## src/rtl/fp_rnd_pipe.sv

```systemverilog
// Two-stage rounding/packing pipeline for unrounded FP result records (FP_FORMAT 0=FP32, 1=FP64, 2=FP16).
// Optional inexact-result counter enabled by defining FP_RND_INEXACT_CNT_EN.
module fp_rnd_pipe #(
    parameter int FP_FORMAT = 0,
    localparam int EXP_WIDTH  = (FP_FORMAT == 1) ? 11 : (FP_FORMAT == 2) ? 5 : 8,
    localparam int MANT_WIDTH = (FP_FORMAT == 1) ? 52 : (FP_FORMAT == 2) ? 10 : 23,
    localparam int FP_WIDTH   = 1 + EXP_WIDTH + MANT_WIDTH,
    localparam int URND_WIDTH = FP_WIDTH + 6
) (
    input  logic                  clk_i,
    input  logic                  rst_i,
    input  logic                  in_valid_i,
    output logic                  in_ready_o,
    input  logic [URND_WIDTH-1:0] urnd_i,
    input  logic [2:0]            rm_i,
    output logic                  out_valid_o,
    input  logic                  out_ready_i,
    output logic [FP_WIDTH-1:0]   result_o,
    output logic [4:0]            fflags_o
`ifdef FP_RND_INEXACT_CNT_EN
    ,
    output logic [15:0]           nx_cnt_o,
    input  logic                  nx_cnt_clr_i
`endif
);

    // urnd_i layout: {sign, exp, mant, rs[1:0], round_en, invalid, exp_cout[1:0]}
    localparam logic [2:0] RM_RNE = 3'b000;
    localparam logic [2:0] RM_RTZ = 3'b001;
    localparam logic [2:0] RM_RDN = 3'b010;
    localparam logic [2:0] RM_RUP = 3'b011;
    localparam logic [2:0] RM_RMM = 3'b100;

    localparam logic [EXP_WIDTH-1:0] EXP_ONES    = {EXP_WIDTH{1'b1}};
    localparam logic [EXP_WIDTH-1:0] EXP_MAX_FIN = {{(EXP_WIDTH-1){1'b1}}, 1'b0};

    logic                  s1_valid_q, s1_valid_d;
    logic                  s1_sign_q;
    logic [EXP_WIDTH-1:0]  s1_exp_q;
    logic [MANT_WIDTH-1:0] s1_mant_q;
    logic [1:0]            s1_rs_q;
    logic                  s1_rnd_en_q;
    logic                  s1_inv_q;
    logic [1:0]            s1_ecout_q;
    logic [2:0]            s1_rm_q;

    logic                  s2_valid_q, s2_valid_d;
    logic                  s2_sign_q;
    logic [EXP_WIDTH-1:0]  s2_exp_q;
    logic [MANT_WIDTH-1:0] s2_mant_q, s2_mant_d;
    logic                  s2_carry_q, s2_carry_d;
    logic                  s2_nx_q, s2_nx_d;
    logic                  s2_inv_q;
    logic [1:0]            s2_ecout_q;
    logic [2:0]            s2_rm_q;

    logic s2_ready;
    logic s1_load;
    logic s2_load;
    logic inc;

    assign s2_ready   = !s2_valid_q || out_ready_i;
    assign in_ready_o = !s1_valid_q || s2_ready;
    assign s1_load    = in_valid_i && in_ready_o;
    assign s2_load    = s1_valid_q && s2_ready;

    always_comb begin
        s1_valid_d = s1_valid_q;
        s2_valid_d = s2_valid_q;
        if (in_ready_o) begin
            s1_valid_d = in_valid_i;
        end
        if (s2_ready) begin
            s2_valid_d = s1_valid_q;
        end
    end

    always_ff @(posedge clk_i) begin
        if (rst_i) begin
            s1_valid_q  <= 1'b0;
            s1_sign_q   <= 1'b0;
            s1_exp_q    <= '0;
            s1_mant_q   <= '0;
            s1_rs_q     <= '0;
            s1_rnd_en_q <= 1'b0;
            s1_inv_q    <= 1'b0;
            s1_ecout_q  <= '0;
            s1_rm_q     <= '0;
        end else begin
            s1_valid_q <= s1_valid_d;
            if (s1_load) begin
                s1_sign_q   <= urnd_i[URND_WIDTH-1];
                s1_exp_q    <= urnd_i[URND_WIDTH-2 -: EXP_WIDTH];
                s1_mant_q   <= urnd_i[6 +: MANT_WIDTH];
                s1_rs_q     <= urnd_i[5:4];
                s1_rnd_en_q <= urnd_i[3];
                s1_inv_q    <= urnd_i[2];
                s1_ecout_q  <= urnd_i[1:0];
                s1_rm_q     <= rm_i;
            end
        end
    end

    // Round-bit increment; reserved rounding-mode encodings behave as RNE.
    always_comb begin
        case (s1_rm_q)
            RM_RTZ:  inc = 1'b0;
            RM_RDN:  inc = s1_sign_q & (s1_rs_q[1] | s1_rs_q[0]);
            RM_RUP:  inc = !s1_sign_q & (s1_rs_q[1] | s1_rs_q[0]);
            RM_RMM:  inc = s1_rs_q[1];
            default: inc = s1_rs_q[1] & (s1_rs_q[0] | s1_mant_q[0]);
        endcase
        if (!s1_rnd_en_q) begin
            inc = 1'b0;
        end
        s2_nx_d = s1_rnd_en_q & (s1_rs_q[1] | s1_rs_q[0]);
        {s2_carry_d, s2_mant_d} = {1'b0, s1_mant_q} + {{MANT_WIDTH{1'b0}}, inc};
    end

    always_ff @(posedge clk_i) begin
        if (rst_i) begin
            s2_valid_q <= 1'b0;
            s2_sign_q  <= 1'b0;
            s2_exp_q   <= '0;
            s2_mant_q  <= '0;
            s2_carry_q <= 1'b0;
            s2_nx_q    <= 1'b0;
            s2_inv_q   <= 1'b0;
            s2_ecout_q <= '0;
            s2_rm_q    <= '0;
        end else begin
            s2_valid_q <= s2_valid_d;
            if (s2_load) begin
                s2_sign_q  <= s1_sign_q;
                s2_exp_q   <= s1_exp_q;
                s2_mant_q  <= s2_mant_d;
                s2_carry_q <= s2_carry_d;
                s2_nx_q    <= s2_nx_d;
                s2_inv_q   <= s1_inv_q;
                s2_ecout_q <= s1_ecout_q;
                s2_rm_q    <= s1_rm_q;
            end
        end
    end

    logic [EXP_WIDTH-1:0]  exp_r;
    logic [MANT_WIDTH-1:0] mant_r;
    logic                  ovf;
    logic                  to_inf;

    // Packing runs off the stage-2 registers, so outputs hold while stalled.
    always_comb begin
        exp_r  = s2_carry_q ? (s2_exp_q + {{(EXP_WIDTH-1){1'b0}}, 1'b1}) : s2_exp_q;
        mant_r = s2_carry_q ? '0 : s2_mant_q;
        ovf    = (s2_ecout_q == 2'b01) || (s2_carry_q && (s2_exp_q == EXP_MAX_FIN));
        case (s2_rm_q)
            RM_RTZ:  to_inf = 1'b0;
            RM_RDN:  to_inf = s2_sign_q;
            RM_RUP:  to_inf = !s2_sign_q;
            default: to_inf = 1'b1;
        endcase

        result_o = {s2_sign_q, exp_r, mant_r};
        fflags_o = {3'b000, (s2_ecout_q == 2'b10) & s2_nx_q, s2_nx_q};
        if (s2_inv_q) begin
            result_o = {1'b0, EXP_ONES, 1'b1, {(MANT_WIDTH-1){1'b0}}};
            fflags_o = 5'b10000;
        end else if (ovf) begin
            if (to_inf) begin
                result_o = {s2_sign_q, EXP_ONES, {MANT_WIDTH{1'b0}}};
            end else begin
                result_o = {s2_sign_q, EXP_MAX_FIN, {MANT_WIDTH{1'b1}}};
            end
            fflags_o = 5'b00101;
        end
    end

    assign out_valid_o = s2_valid_q;

`ifdef FP_RND_INEXACT_CNT_EN
    logic [15:0] nx_cnt_q;

    always_ff @(posedge clk_i) begin
        if (rst_i) begin
            nx_cnt_q <= '0;
        end else if (nx_cnt_clr_i) begin
            nx_cnt_q <= '0;
        end else if (out_valid_o && out_ready_i && fflags_o[0] && (nx_cnt_q != 16'hFFFF)) begin
            nx_cnt_q <= nx_cnt_q + 16'd1;
        end
    end

    assign nx_cnt_o = nx_cnt_q;
`endif

endmodule

```

## config.mk

```make
export PLATFORM = sky130hd
export DESIGN_NAME = fp_rnd_pipe
export DESIGN_NICKNAME = d
export VERILOG_FILES = /design/src/rtl/fp_rnd_pipe.sv
export SDC_FILE = /design/constraint.sdc
export NUM_CORES = 1
export LEC_CHECK = 0
export BUFFER_PORTS_ARGS = -buffer_cell sky130_fd_sc_hd__buf_4
export CORE_AREA = 5 5 96 98
export DETAILED_ROUTE_END_ITERATION = 16
export DIE_AREA = 0 0 101 103
export HOLD_SLACK_MARGIN = 0.02
export PLACE_DENSITY = 0.78
export SLEW_MARGIN = 25
export SYNTH_ARGS = -nofsm -noshare
export SYNTH_HDL_FRONTEND = slang
export SYNTH_SLANG_ARGS = --single-unit
```

## constraint.sdc

```tcl
create_clock -name clk_i -period 2.2 [get_ports clk_i]
set_input_delay 0.44 -clock clk_i [delete_from_list [all_inputs] [get_ports clk_i]]
set_output_delay 0.44 -clock clk_i [all_outputs]
set_load 0.005 [all_outputs]
```

==> qor.json, run 1 <==
{
  "outcome": {
    "result_of_the_run": "finished with violations",
    "failed_checks": "setup timing"
  },
  "worst_setup_path": {
    "number_of_buffers_and_inverters_on_the_critical_path": 3,
    "regToRegSetupSlack_ps": -160,
    "critical-path-max-stage-delay_ps": 380,
    "worstSetupEndpointType": "output port",
    "critical_path.cell_chain": "inv_2 -> ha_4 -> and4_4 -> a211oi_4 -> buf_6 -> a31oi_4 -> a21oi_2 -> buf_4",
    "r2r_start": "s1_rm_q[0]",
    "critPathKind": "reg2out",
    "r2r.worst_path.cells": 10,
    "required_ps": 1760,
    "worst_path_dominant_cell_family": "compound AO/OA/AOI/OAI gates",
    "worstPathArrival_ps": 1930,
    "critical_path.startpoint_type": "flop",
    "timing.rr.end": "s2_mant_q[20]",
    "cp_max_fo": 6,
    "crit_path_top_delay_cell": "sky130_fd_sc_hd__a31oi_4"
  },
  "timing": {
    "hold_violations": 0,
    "setup_viol": 43,
    "fin_worst_skew_ps": 7.92,
    "final.min_clock_period_ps": 2370,
    "achievable-frequency_ghz": 0.422,
    "slew_headroom": 0.422,
    "timing_worst_slew_pin_value_ps": 866,
    "grt_setup_unrepaired": "true",
    "report.final.slew_viol_count": 0,
    "setup-tns-final_ps": -3820,
    "final_worst_slack_ps": -167,
    "finalCritPeriodShare": 1.08
  },
  "layout": {
    "area_growth_pct": 41.0,
    "drive_above_1_share": 0.317,
    "fin_nets": 671,
    "n_antenna_cell": 0,
    "fill_cells": 701,
    "finalNonFillerCells": 735,
    "finish.instance_area_um2": 5520,
    "final_util": 0.658
  },
  "clocking": {
    "clock_insertion_delay_worst_skew_ps": 350,
    "cts-root-buf": "sky130_fd_sc_hd__clkbuf_8",
    "cts_max_path_buffers": 2,
    "cts_sink_count": 83,
    "cts_made_buffers": 9,
    "cts_tree": "yes",
    "clock_slew_at_reported_path_ffs_ps": 90,
    "cts.htree.levels": 3
  },
  "synthesis": {
    "ys_top_cells_by_count": "sky130_fd_sc_hd__nand2_1, sky130_fd_sc_hd__a21oi_1, sky130_fd_sc_hd__dfxtp_1, sky130_fd_sc_hd__clkbuf_1, sky130_fd_sc_hd__nor2_1",
    "mapped_cell_area_um2": 3910,
    "cell_with_the_most_instances_after_synthesis": "sky130_fd_sc_hd__nand2_1",
    "mappedNetlistNets": 572,
    "yosysTopAreaCellShare": 0.425,
    "synth.top_cells.by_area": "sky130_fd_sc_hd__dfxtp_1, sky130_fd_sc_hd__nand2_1, sky130_fd_sc_hd__a21oi_1, sky130_fd_sc_hd__xor2_1, sky130_fd_sc_hd__a211oi_1",
    "synth-warning-count": 0,
    "ys_dominant_reg_cell": "sky130_fd_sc_hd__dfxtp_1",
    "synth_cell_type_count": 38,
    "synth_top_cell_by_area": "sky130_fd_sc_hd__dfxtp_1",
    "post_synthesis_sequential_area_ratio": 0.425,
    "synth_cells": 523,
    "synth_edf_count": 0,
    "synth-async-reset-ratio": 0,
    "yosys_register_bits": 83,
    "syn_area_per_cell_um2": 7.48
  },
  "detailed_routing": {
    "viasPerCell": 5.42,
    "dr_total_vias": 3982,
    "wl_per_cell_um": 15.6,
    "number_of_violations_reported_at_the_end_of_detailed_routing_iteration_0": 212,
    "first_pass_iters": 4,
    "route.detailed.drc": 0,
    "detail-route-antenna-nets": 0,
    "route.final.wire_length_um": 11500
  },
  "power_and_ir_drop": {
    "cellPowerDensity_nw_per_um2": 601,
    "leakagePower_nw": 2.19,
    "combinationalPowerShare": 0.157,
    "power.clock.fraction": 0.347,
    "power_switching_mw": 0.884,
    "max-vdd-ir-drop_mv": 0.360,
    "power.share.sequential": 0.497,
    "intPower_mw": 2.43,
    "switching_share": 0.267
  },
  "floorplan": {
    "height_of_the_die_um": 103,
    "fp.dieArea_um2": 10400,
    "floorplan.initialDensity": 0.467,
    "design.core.area_um2": 8380,
    "rows": 34,
    "design.portCount": 84,
    "dieWidth_um": 101
  },
  "global_routing": {
    "grt_util_met1": 0.298,
    "globalRoute.busiestLayer": "met2",
    "grt_first_pass_wirelength_um": 18500,
    "largest_net_degree_at_the_start_of_global_routing": 60,
    "overall_routing_resource_usage": 0.223,
    "global_route.usage.met2": 0.375,
    "antenna_found_initial": 0,
    "grt.met3_usage": 0.0345,
    "congestion_overflow_gr": 0,
    "via_count_of_the_first_global_routing_pass": 3773
  },
  "worst_hold_path": {
    "hold_class": "in2reg",
    "hold_depth": 3,
    "holdPathEnd": "s1_rm_q[2]",
    "worst_hold_startpoint": "rm_i[2]"
  },
  "place": {
    "dp.cells": 706,
    "detailed_place_hpwl_um": 7510,
    "postPlaceCellArea_um2": 4800,
    "io_buffers": 82,
    "gp_congestion": 0.908
  },
  "job": {
    "maxCapViolations": 0
  }
}
per-stage QoR:
stage	power (mW)	hold WS, ps	setup slack [ps]
finish	3.32	327	-167
global route	3.46	317	-283
CTS	3.31	320	-193
detailed placement	2.11	444	-209
global placement	2.10	442	-148
floorplan	1.89	432	-34.9
worst register-to-register path: stages, from the launching register on:
cell,delay (ps)
sky130_fd_sc_hd__dfxtp_2,330
sky130_fd_sc_hd__xnor2_1,130
sky130_fd_sc_hd__nor3b_2,200
sky130_fd_sc_hd__a211oi_1,70
sky130_fd_sc_hd__nor3_1,200
sky130_fd_sc_hd__ha_2,240
sky130_fd_sc_hd__ha_4,130
sky130_fd_sc_hd__and4_4,210
sky130_fd_sc_hd__nand4_1,160
sky130_fd_sc_hd__or3_1,360
sky130_fd_sc_hd__a311oi_1,240
sequential cells by signal, summed over array words and instances, names as in the netlist:
signal,cells
s1_rs_q,2
s2_ecout_q,2
s2_inv_q,1
s1_rm_q,3
s1_rnd_en_q,1
s1_exp_q,8
s2_mant_q,23
s2_sign_q,1
s1_valid_q,1
out_valid_o,1
s2_carry_q,1
s1_ecout_q,2
s2_rm_q,3
s2_nx_q,1
s2_exp_q,8
s1_mant_q,23
s1_inv_q,1
s1_sign_q,1
cells in the final DEF, fill, tap and decap left out, types with 2 or more instances in the layout:
master	n
sky130_fd_sc_hd__nor3_1	2
sky130_fd_sc_hd__buf_4	100
sky130_fd_sc_hd__a21oi_2	23
sky130_fd_sc_hd__and4_1	7
sky130_fd_sc_hd__a311oi_1	5
sky130_fd_sc_hd__inv_1	6
sky130_fd_sc_hd__nand2_1	149
sky130_fd_sc_hd__nor2b_1	4
sky130_fd_sc_hd__or4_1	3
sky130_fd_sc_hd__nand2_4	7
sky130_fd_sc_hd__or3_1	2
sky130_fd_sc_hd__buf_12	5
sky130_fd_sc_hd__nor2_1	24
sky130_fd_sc_hd__nand3b_1	2
sky130_fd_sc_hd__a32oi_1	2
sky130_fd_sc_hd__o31ai_1	3
sky130_fd_sc_hd__nand4_1	11
sky130_fd_sc_hd__buf_6	19
sky130_fd_sc_hd__nand2b_1	3
sky130_fd_sc_hd__dfxtp_1	78
sky130_fd_sc_hd__nand3_1	11
sky130_fd_sc_hd__clkbuf_8	11
sky130_fd_sc_hd__ha_4	2
sky130_fd_sc_hd__a21oi_1	64
sky130_fd_sc_hd__a21oi_4	3
sky130_fd_sc_hd__a31oi_4	3
sky130_fd_sc_hd__and4_4	2
sky130_fd_sc_hd__and3_1	3
sky130_fd_sc_hd__a211oi_4	2
sky130_fd_sc_hd__dfxtp_2	5
sky130_fd_sc_hd__a211oi_1	15
sky130_fd_sc_hd__o21ai_0	5
sky130_fd_sc_hd__xor2_1	18
sky130_fd_sc_hd__xnor2_1	4
final cells by class:
class | count | area, um^2 | area share
Multi-Input combinational cell | 396 | 2380 | 0.432
Sequential cell | 83 | 1670 | 0.302
Timing Repair Buffer | 125 | 1090 | 0.198
Clock buffer | 11 | 151 | 0.0275
Tap cell | 108 | 135 | 0.0245
Clock inverter | 5 | 60.1 | 0.0109
Inverter | 7 | 26.3 | 0.00476
power by group through the flow:
stage | sequential [mW] | combinational (mW) | clock, mW
after global placement | 1.67 | 0.425 | 0
after CTS | 1.64 | 0.510 | 1.15
final | 1.65 | 0.519 | 1.15
after detailed placement | 1.68 | 0.437 | 0
after floorplan | 1.66 | 0.232 | 0
after global routing | 1.66 | 0.570 | 1.24
logic make-up after synthesis:
| group | after synthesis | synth area share |
|---|---|---|
| simple gates | 242 | 0.280 |
| buf+inv | 46 | 0.0496 |
| other cells | 1 | 0.000959 |
| fa+ha+maj | 4 | 0.0128 |
| flops | 83 | 0.425 |
| compound gates | 124 | 0.180 |
| xor+xnor | 23 | 0.0515 |
layer usage:
metal / up-vias / wire (um)
met5: - / 0
met4: 0 / 108
met3: 9 / 568
met2: 122 / 5750
met1: 1870 / 5030
li1: 1981 / -
how the worst max path moves through the flow:
stage                            from            end  slack [ps]  cells past startpoint
after floorplan            s1_rm_q[0]  s2_mant_q[22]         -30                     10
after global placement      s1_sign_q  s2_mant_q[20]        -150                     10
after detailed placement    s1_sign_q  s2_mant_q[20]        -210                     10
after CTS                  s1_rm_q[0]  s2_mant_q[22]        -190                     10
after global routing       s1_rm_q[0]  s2_mant_q[20]        -280                     10
final                     s2_exp_q[0]   result_o[19]        -170                      8
timing repair:
item	4_1_cts	5_1_grt
pin swaps	14	10
endpoints found under the setup margin	50	53
hold buffers	0	0
gates cloned	5	0
setup buffers	9	2
gates resized for setup	71	17
Power figures use the tool's default switching activity.
==> run 2, diff against run 1 <==
ABC_AREA = 1   (was default)
CORE_AREA = 5 5 97 99   (was 5 5 96 98)
CTS_BUF_LIST = sky130_fd_sc_hd__clkbuf_8 sky130_fd_sc_hd__clkbuf_16   (was default)
DIE_AREA = 0 0 102 104   (was 0 0 101 103)
GPL_ROUTABILITY_DRIVEN = 0   (was default)
PLACE_DENSITY = 0.79   (was 0.78)
==> qor.json, run 2 <==
{
  "floorplan": {
    "fp.dieArea": {"value": 10600, "unit": "um^2", "change": "+2.0%"},
    "dieWidth": {"value": 102, "unit": "um", "change": "+0.99%"},
    "design.portCount": {"value": 84, "change": "unchanged"},
    "height_of_the_die": {"value": 104, "unit": "um", "change": "+0.97%"},
    "rows": {"value": 34, "change": "unchanged"},
    "design.core.area": {"value": 8470, "unit": "um^2", "change": "+1.0%"},
    "floorplan.initialDensity": {"value": 0.484, "change": "+0.0178"}
  },
  "place": {
    "io_buffers": {"value": 82, "change": "unchanged"},
    "dp.cells": {"value": 779, "change": "+10%"},
    "detailed_place_hpwl": {"value": 7490, "unit": "um", "change": "-0.28%"}
  },
  "power_and_ir_drop": {
    "design_power_total": {"value": 3.58, "unit": "mW", "change": "+8.1%"},
    "power_switching": {"value": 0.981, "unit": "mW", "change": "+11%"},
    "combinationalPowerShare": {"value": 0.187, "change": "+0.030"},
    "cellPowerDensity": {"value": 687, "unit": "nW/um^2", "change": "+14%"},
    "power.share.sequential": {"value": 0.475, "change": "-0.022"},
    "max-vdd-ir-drop": {"value": 0.352, "unit": "mV", "change": "-2.3%"},
    "power.clock.fraction": {"value": 0.338, "change": "-0.009"},
    "leakagePower": {"value": 2.33, "unit": "nW", "change": "+6.2%"},
    "intPower": {"value": 2.60, "unit": "mW", "change": "+7.0%"},
    "switching_share": {"value": 0.274, "change": "+0.00719"}
  },
  "synthesis": {
    "synth_top_cell_by_area": "sky130_fd_sc_hd__dfxtp_1",
    "ys_dominant_reg_cell": "sky130_fd_sc_hd__dfxtp_1",
    "cell_with_the_most_instances_after_synthesis": "sky130_fd_sc_hd__nor2_1",
    "synth_cells": {"value": 613, "change": "+17%"},
    "synth-async-reset-ratio": {"value": 0, "change": "unchanged"},
    "ys_top_cells_by_count": "sky130_fd_sc_hd__nor2_1, sky130_fd_sc_hd__dfxtp_1, sky130_fd_sc_hd__nand2_1, sky130_fd_sc_hd__o21ai_0, sky130_fd_sc_hd__a21oi_1",
    "mappedNetlistNets": {"value": 662, "change": "+16%"},
    "yosys_register_bits": {"value": 83, "change": "unchanged"},
    "mapped_cell_area": {"value": 4100, "unit": "um^2", "change": "+4.9%"},
    "synth-warning-count": {"value": 0, "change": "unchanged"},
    "yosysTopAreaCellShare": {"value": 0.405, "change": "-0.0197"},
    "synth_edf_count": {"value": 0, "change": "unchanged"},
    "synth_cell_type_count": {"value": 29, "change": "-24%"},
    "post_synthesis_sequential_area_ratio": {"value": 0.405, "change": "-0.0197"},
    "syn_area_per_cell": {"value": 6.69, "unit": "um^2", "change": "-11%"},
    "synth.top_cells.by_area": "sky130_fd_sc_hd__dfxtp_1, sky130_fd_sc_hd__nor2_1, sky130_fd_sc_hd__o21ai_0, sky130_fd_sc_hd__nand2_1, sky130_fd_sc_hd__a21oi_1"
  },
  "worst_setup_path": {
    "cp_max_fo": {"value": 12, "change": "+6"},
    "critical_path.startpoint_type": "flop",
    "regToRegSetupSlack": {"value": 150, "unit": "ps", "change": "+310 ps"},
    "worstPathArrival": {"value": 1720, "unit": "ps", "change": "-210 ps"},
    "worstSetupEndpointType": "output port",
    "required": {"value": 1760, "unit": "ps", "change": "about the same"},
    "r2r.worst_path.cells": {"value": 11, "change": "+1"},
    "timing.rr.end": "s2_mant_q[18]",
    "r2r_start": "s1_rm_q[0]",
    "critPathKind": "reg2out"
  },
  "worst_hold_path": {
    "holdPathEnd": "s1_mant_q[8]",
    "worst_hold_startpoint": "urnd_i[14]",
    "hold_depth": {"value": 3, "change": "unchanged"},
    "hold_class": "in2reg"
  },
  "layout": {
    "area_growth_pct": 27.2,
    "drive_above_1_share": {"value": 0.213, "change": "-0.104"},
    "reg_top3": "s1_mant_q x23, s2_mant_q x23",
    "fin_nets": {"value": 739, "change": "+10%"},
    "commonest_cells_after_routing_fill_and_taps_aside": "sky130_fd_sc_hd__nor2_1, sky130_fd_sc_hd__buf_4, sky130_fd_sc_hd__nand2_1",
    "fill_cells": {"value": 781, "change": "+11%"},
    "n_antenna_cell": {"value": 0, "change": "unchanged"},
    "finalNonFillerCells": {"value": 803, "change": "+9.3%"},
    "final_util": {"value": 0.616, "change": "-0.0421"},
    "most_common_library_cell_in_the_layout_ignoring_fill_and_taps": "sky130_fd_sc_hd__nor2_1"
  },
  "clocking": {
    "cts_sink_count": {"value": 83, "change": "unchanged"},
    "cts.htree.levels": {"value": 3, "change": "unchanged"},
    "cts_tree": "yes",
    "cts_made_buffers": {"value": 9, "change": "unchanged"},
    "cts-root-buf": "sky130_fd_sc_hd__clkbuf_8",
    "cts_max_path_buffers": {"value": 2, "change": "unchanged"},
    "clock_slew_at_reported_path_ffs": {"value": 80, "unit": "ps", "change": "about the same"},
    "clock_insertion_delay_worst_skew": {"value": 360, "unit": "ps", "change": "about the same"},
    "cts_hold_buffers_added": {"value": 0, "change": "unchanged"}
  },
  "detailed_routing": {
    "number_of_violations_reported_at_the_end_of_detailed_routing_iteration_0": {"value": 338, "change": "+59%"},
    "route.final.wire_length": {"value": 10600, "unit": "um", "change": "-7.7%"},
    "wl_per_cell": {"value": 13.2, "unit": "um", "change": "-16%"},
    "dr_total_vias": {"value": 4091, "change": "+2.7%"},
    "viasPerCell": {"value": 5.09, "change": "-6.0%"},
    "detail-route-antenna-nets": {"value": 0, "change": "unchanged"},
    "first_pass_iters": {"value": 5, "change": "+1"},
    "route.detailed.drc": {"value": 0, "change": "unchanged"}
  },
  "global_routing": {
    "antenna_found_initial": {"value": 0, "change": "unchanged"},
    "globalRoute.busiestLayer": "met2",
    "congestion_overflow_gr": {"value": 0, "change": "unchanged"},
    "largest_net_degree_at_the_start_of_global_routing": {"value": 46, "change": "-23%"},
    "grt_first_pass_wirelength": {"value": 16600, "unit": "um", "change": "-10%"},
    "grt_util_met1": {"value": 0.275, "change": "-0.0233"},
    "overall_routing_resource_usage": {"value": 0.190, "change": "-0.0324"},
    "global_route.usage.met2": {"value": 0.285, "change": "-0.0901"},
    "grt.met3_usage": {"value": 0.0315, "change": "-0.00298"},
    "via_count_of_the_first_global_routing_pass": {"value": 3629, "change": "-3.8%"}
  },
  "timing": {
    "fin_worst_skew": {"value": 12.2, "unit": "ps", "change": "+4.28 ps"},
    "achievable-frequency": {"value": 0.464, "unit": "GHz", "change": "+9.8%"},
    "final.min_clock_period": {"value": 2160, "unit": "ps", "change": "-211 ps"},
    "setup-tns-final": {"value": 0, "unit": "ps", "change": "+3820 ps"},
    "hold_violations": {"value": 0, "change": "unchanged"},
    "finalCritPeriodShare": {"value": 0.980, "change": "-0.0961"},
    "grt_setup_unrepaired": "true",
    "setup_viol": {"value": 0, "change": "-100%"},
    "report.final.slew_viol_count": {"value": 0, "change": "unchanged"},
    "hold_ws": {"value": 336, "unit": "ps", "change": "+8.89 ps"}
  },
  "outcome": {
    "result_of_the_run": "complete, no violations"
  },
  "job": {
    "maxCapViolations": {"value": 0, "change": "unchanged"}
  }
}
[run 2: cell types whose count changed after synthesis, sizes merged, moves of 8 or more]
cell / delta
nor2: +139
nand2: -71
a211oi: -17
a21oi: -32
xor2: -11
clkbuf: -13
buf: +8
and4: -9
nand4: -8
inv: +45
o21ai: +73
nand3: +13
[run 2: logic make-up (layout without fill, tap and decap cells)]
logic type | count (synthesis) | after routing | share of synthesized area
xor gates and xnor gates | 12 | 12 | 0.0256
buffers and inverters | 88 | 169 | 0.0943
adders and majority gates | 4 | 4 | 0.0122
other | 1 | 1 | 0.000914
and+or+nand+nor | 287 | 288 | 0.293
DFF | 83 | 83 | 0.405
AOI/OAI and AO/OA | 138 | 138 | 0.169
[run 2: layout make-up]
type | instances | area (um^2) | area share
multi-input cells | 443 | 2160 | 0.415
inverters | 54 | 203 | 0.0389
clock buffers | 10 | 138 | 0.0264
flip-flops and latches | 83 | 1680 | 0.322
clock inverters | 6 | 87.6 | 0.0168
well taps | 108 | 135 | 0.0259
repair buffers | 99 | 807 | 0.155
[run 2: worst max path at each step]
stage	slack, ps	to	depth (start not counted)	startpoint
global placement	280	s2_mant_q[16]	14	s1_rm_q[0]
CTS	30	result_o[22]	8	s2_exp_q[0]
global route	-70	s2_mant_q[18]	12	s1_mant_q[0]
detailed placement	160	s2_mant_q[20]	14	s1_rm_q[0]
floorplan	420	s2_mant_q[16]	14	s1_rm_q[0]
finish	40	result_o[22]	8	s2_exp_q[0]
[run 2: power by group through the flow]
stage          clock network [mW]  registers (mW)  logic, mW
5_1_grt                      1.30            1.72      0.750
3_5_place_dp                    0            1.73      0.615
6_report                     1.21            1.70      0.670
3_3_place_gp                    0            1.72      0.599
4_1_cts                      1.23            1.70      0.623
2_1_floorplan                   0            1.70      0.375
[run 2: stage by stage]
stage | setup WS (ps) | instance area (um^2)
3_3_place_gp | 275 | 4760
2_1_floorplan | 425 | 4100
5_1_grt | -70.4 | 5220
4_1_cts | 28.2 | 5000
3_5_place_dp | 159 | 4760
6_report | 44.1 | 5220
[run 2: repair_timing]
action,in CTS,in global routing
pin swaps,0,8
gates cloned,0,3
endpoints found under the setup margin,32,36
setup buffers,0,5
resized for setup,7,29
[run 2: metal layers]
metal,vias up,part of all wire
met3,16,0.073
met2,136,0.46
met5,-,0
met4,0,0.014
met1,1837,0.45
li1,2102,-
[run 2: critical path, cell delays in order, from the launching register on]
cell and delay, ps:
sky130_fd_sc_hd__dfxtp_2 350, sky130_fd_sc_hd__inv_1 60, sky130_fd_sc_hd__ha_2 200, sky130_fd_sc_hd__nand4_4 90
sky130_fd_sc_hd__nand2_8 110, sky130_fd_sc_hd__clkbuf_16 180, sky130_fd_sc_hd__o21ai_1 140, sky130_fd_sc_hd__nand2_1 80
sky130_fd_sc_hd__buf_4 150
==> run 3, diff against run 2 <==
CAP_MARGIN = 10   (was default)
RECOVER_POWER = 50   (was default)
==> qor.json, run 3 (synthesis results as in run 2) <==
{
  "worst_setup_path": {
    "cp_max_fo": {"value": 12, "change": "unchanged"},
    "regToRegSetupSlack": {"value": 140, "unit": "ps", "change": "about the same"},
    "crit_cells": {"value": 8, "change": "unchanged"},
    "critical_path.cell_chain": "inv_1 -> ha_2 -> nand4_4 -> nand2_8 -> clkbuf_16 -> o21ai_1 -> nand2_1 -> buf_4",
    "setup.worst_path.start": "s2_exp_q[0]",
    "crit_path_top_delay_cell": "sky130_fd_sc_hd__dfxtp_2",
    "required": {"value": 1760, "unit": "ps", "change": "about the same"},
    "critical-path-max-stage-delay": {"value": 350, "unit": "ps", "change": "about the same"},
    "worstSetupEndpointType": "output port",
    "critical_path.startpoint_type": "flop",
    "cp-endpoint": "result_o[22]",
    "r2r_start": "s1_rm_q[0]",
    "critPathKind": "reg2out",
    "worst_path_dominant_cell_family": "buffers and inverters",
    "timing.rr.end": "s2_mant_q[18]",
    "worstPathArrival": {"value": 1720, "unit": "ps", "change": "about the same"},
    "number_of_buffers_and_inverters_on_the_critical_path": {"value": 3, "change": "unchanged"},
    "r2r.worst_path.cells": {"value": 11, "change": "unchanged"}
  },
  "timing": {
    "hold_violations": {"value": 0, "change": "unchanged"},
    "report.final.slew_viol_count": {"value": 0, "change": "unchanged"},
    "finalCritPeriodShare": {"value": 0.981, "change": "+0.00113"},
    "grt_setup_unrepaired": "true",
    "setup_viol": {"value": 0, "change": "unchanged"},
    "setup-tns-final": {"value": 0, "unit": "ps", "change": "unchanged"},
    "timing_worst_slew_pin_value_ps": 1130,
    "fin_worst_skew": {"value": 11.2, "unit": "ps", "change": "-1.02 ps"},
    "final.min_clock_period": {"value": 2160, "unit": "ps", "change": "+2.49 ps"},
    "slew_headroom": 0.249,
    "achievable-frequency": {"value": 0.463, "unit": "GHz", "change": "-0.12%"}
  },
  "layout": {
    "fill_cells": {"value": 784, "change": "+0.38%"},
    "area_growth_pct": 26.6,
    "final_util": {"value": 0.613, "change": "-0.00266"},
    "commonest_cells_after_routing_fill_and_taps_aside": "sky130_fd_sc_hd__nor2_1, sky130_fd_sc_hd__buf_4, sky130_fd_sc_hd__nand2_1",
    "reg_top3": "s1_mant_q x23, s2_mant_q x23",
    "n_antenna_cell": {"value": 0, "change": "unchanged"},
    "drive_above_1_share": {"value": 0.210, "change": "-0.00288"},
    "most_common_library_cell_in_the_layout_ignoring_fill_and_taps": "sky130_fd_sc_hd__nor2_1",
    "fin_nets": {"value": 739, "change": "unchanged"}
  },
  "clocking": {
    "cts_tree": "yes",
    "cts_sink_count": {"value": 83, "change": "unchanged"},
    "cts-root-buf": "sky130_fd_sc_hd__clkbuf_8",
    "cts_made_buffers": {"value": 9, "change": "unchanged"},
    "clock_insertion_delay_worst_skew": {"value": 360, "unit": "ps", "change": "about the same"},
    "cts_max_path_buffers": {"value": 2, "change": "unchanged"},
    "cts.htree.levels": {"value": 3, "change": "unchanged"},
    "cts_hold_buffers_added": {"value": 0, "change": "unchanged"},
    "clock_slew_at_reported_path_ffs": {"value": 80, "unit": "ps", "change": "about the same"}
  },
  "detailed_routing": {
    "detail-route-antenna-nets": {"value": 0, "change": "unchanged"},
    "wl_per_cell": {"value": 13.2, "unit": "um", "change": "+0.12%"},
    "number_of_violations_reported_at_the_end_of_detailed_routing_iteration_0": {"value": 385, "change": "+14%"},
    "route.detailed.drc": {"value": 0, "change": "unchanged"},
    "viasPerCell": {"value": 5.11, "change": "+0.27%"},
    "dr_total_vias": {"value": 4102, "change": "+0.27%"},
    "first_pass_iters": {"value": 5, "change": "unchanged"},
    "route.final.wire_length": {"value": 10600, "unit": "um", "change": "+0.12%"}
  },
  "place": {
    "detailed_place_hpwl": {"value": 7490, "unit": "um", "change": "unchanged"},
    "io_buffers": {"value": 82, "change": "unchanged"}
  },
  "floorplan": {
    "floorplan.initialDensity": {"value": 0.484, "change": "unchanged"},
    "design.core.area": {"value": 8470, "unit": "um^2", "change": "unchanged"},
    "height_of_the_die": {"value": 104, "unit": "um", "change": "unchanged"},
    "rows": {"value": 34, "change": "unchanged"},
    "dieWidth": {"value": 102, "unit": "um", "change": "unchanged"},
    "design.portCount": {"value": 84, "change": "unchanged"},
    "fp.dieArea": {"value": 10600, "unit": "um^2", "change": "unchanged"}
  },
  "global_routing": {
    "via_count_of_the_first_global_routing_pass": {"value": 3629, "change": "unchanged"},
    "grt_first_pass_wirelength": {"value": 16600, "unit": "um", "change": "unchanged"},
    "overall_routing_resource_usage": {"value": 0.190, "change": "unchanged"},
    "congestion_overflow_gr": {"value": 0, "change": "unchanged"},
    "largest_net_degree_at_the_start_of_global_routing": {"value": 46, "change": "unchanged"},
    "antenna_found_initial": {"value": 0, "change": "unchanged"}
  },
  "power_and_ir_drop": {
    "leakagePower": {"value": 2.31, "unit": "nW", "change": "-0.54%"},
    "cellPowerDensity": {"value": 690, "unit": "nW/um^2", "change": "+0.37%"},
    "design_power_total": {"value": 3.58, "unit": "mW", "change": "about the same"},
    "max-vdd-ir-drop": {"value": 0.343, "unit": "mV", "change": "-2.4%"}
  },
  "worst_hold_path": {
    "worst_hold_startpoint": "urnd_i[14]",
    "hold_class": "in2reg"
  },
  "job": {
    "maxCapViolations": {"value": 0, "change": "unchanged"}
  },
  "outcome": {
    "result_of_the_run": "complete, no violations"
  }
}
run 3: cell types whose count changed in the layout (fill, tap and decap cells not counted):
| cell | before | now |
|---|---|---|
| sky130_fd_sc_hd__clkbuf_2 | 0 | 1 |
| sky130_fd_sc_hd__buf_12 | 2 | 1 |
| sky130_fd_sc_hd__clkbuf_1 | 0 | 2 |
| sky130_fd_sc_hd__buf_4 | 94 | 91 |
| sky130_fd_sc_hd__clkbuf_4 | 0 | 1 |
run 3: how the worst min path moves through the flow:
stage,endpoint,depth (start not counted)
3_3_place_gp,s2_rm_q[2],2
2_1_floorplan,s2_rm_q[2],2
5_1_grt,s1_rm_q[1],3
4_1_cts,s1_mant_q[6],3
6_report,s1_mant_q[8],3
3_5_place_dp,s2_rm_q[2],2
run 3: metal layers:
layer / share of wire / track usage / vias up / routed length (um)
met5: 0 / 0 / - / 0
li1: - / - / 2105 / -
met3: 0.067 / 0.0315 / 14 / 707
met4: 0.012 / 0.0665 / 0 / 132
met2: 0.46 / 0.285 / 131 / 4840
met1: 0.46 / 0.275 / 1852 / 4900
run 3: worst min-delay path, cell delays in order:
cell	delay, ps
sky130_fd_sc_hd__buf_4	70
sky130_fd_sc_hd__o21ai_0	70
sky130_fd_sc_hd__nor2_1	70
run 3: power breakdown:
group          internal, mW  switching (mW)  total, mW
registers              1.61          0.0935       1.70
clock network         0.670           0.542       1.21
logic                 0.317           0.348      0.665
run 3: repair_timing:
| action | 4_1_cts | 5_1_grt |
|---|---|---|
| pin swaps | 0 | 8 |
| resized for setup | 7 | 29 |
| setup buffers | 0 | 5 |
| gates cloned | 0 | 3 |
| endpoints found under the setup margin | 32 | 36 |
run 3: cell type report:
cell class | instances | area, um^2 | area share
Multi-Input combinational cell | 443 | 2160 | 0.417
Sequential cell | 83 | 1680 | 0.324
Timing Repair Buffer | 99 | 785 | 0.151
Inverter | 54 | 203 | 0.0390
Clock buffer | 10 | 138 | 0.0265
Tap cell | 108 | 135 | 0.0260
Clock inverter | 6 | 87.6 | 0.0169
run 3: per-stage QoR:
stage               area (um^2)  hold WS [ps]  setup WS, ps  std cells
CTS                        5000           327          28.2        795
global placement           4760           446           275        779
finish                     5190           337          41.6        803
detailed placement         4760           448           159        779
global route               5190           344         -70.4        803
floorplan                  4100           429           425        613
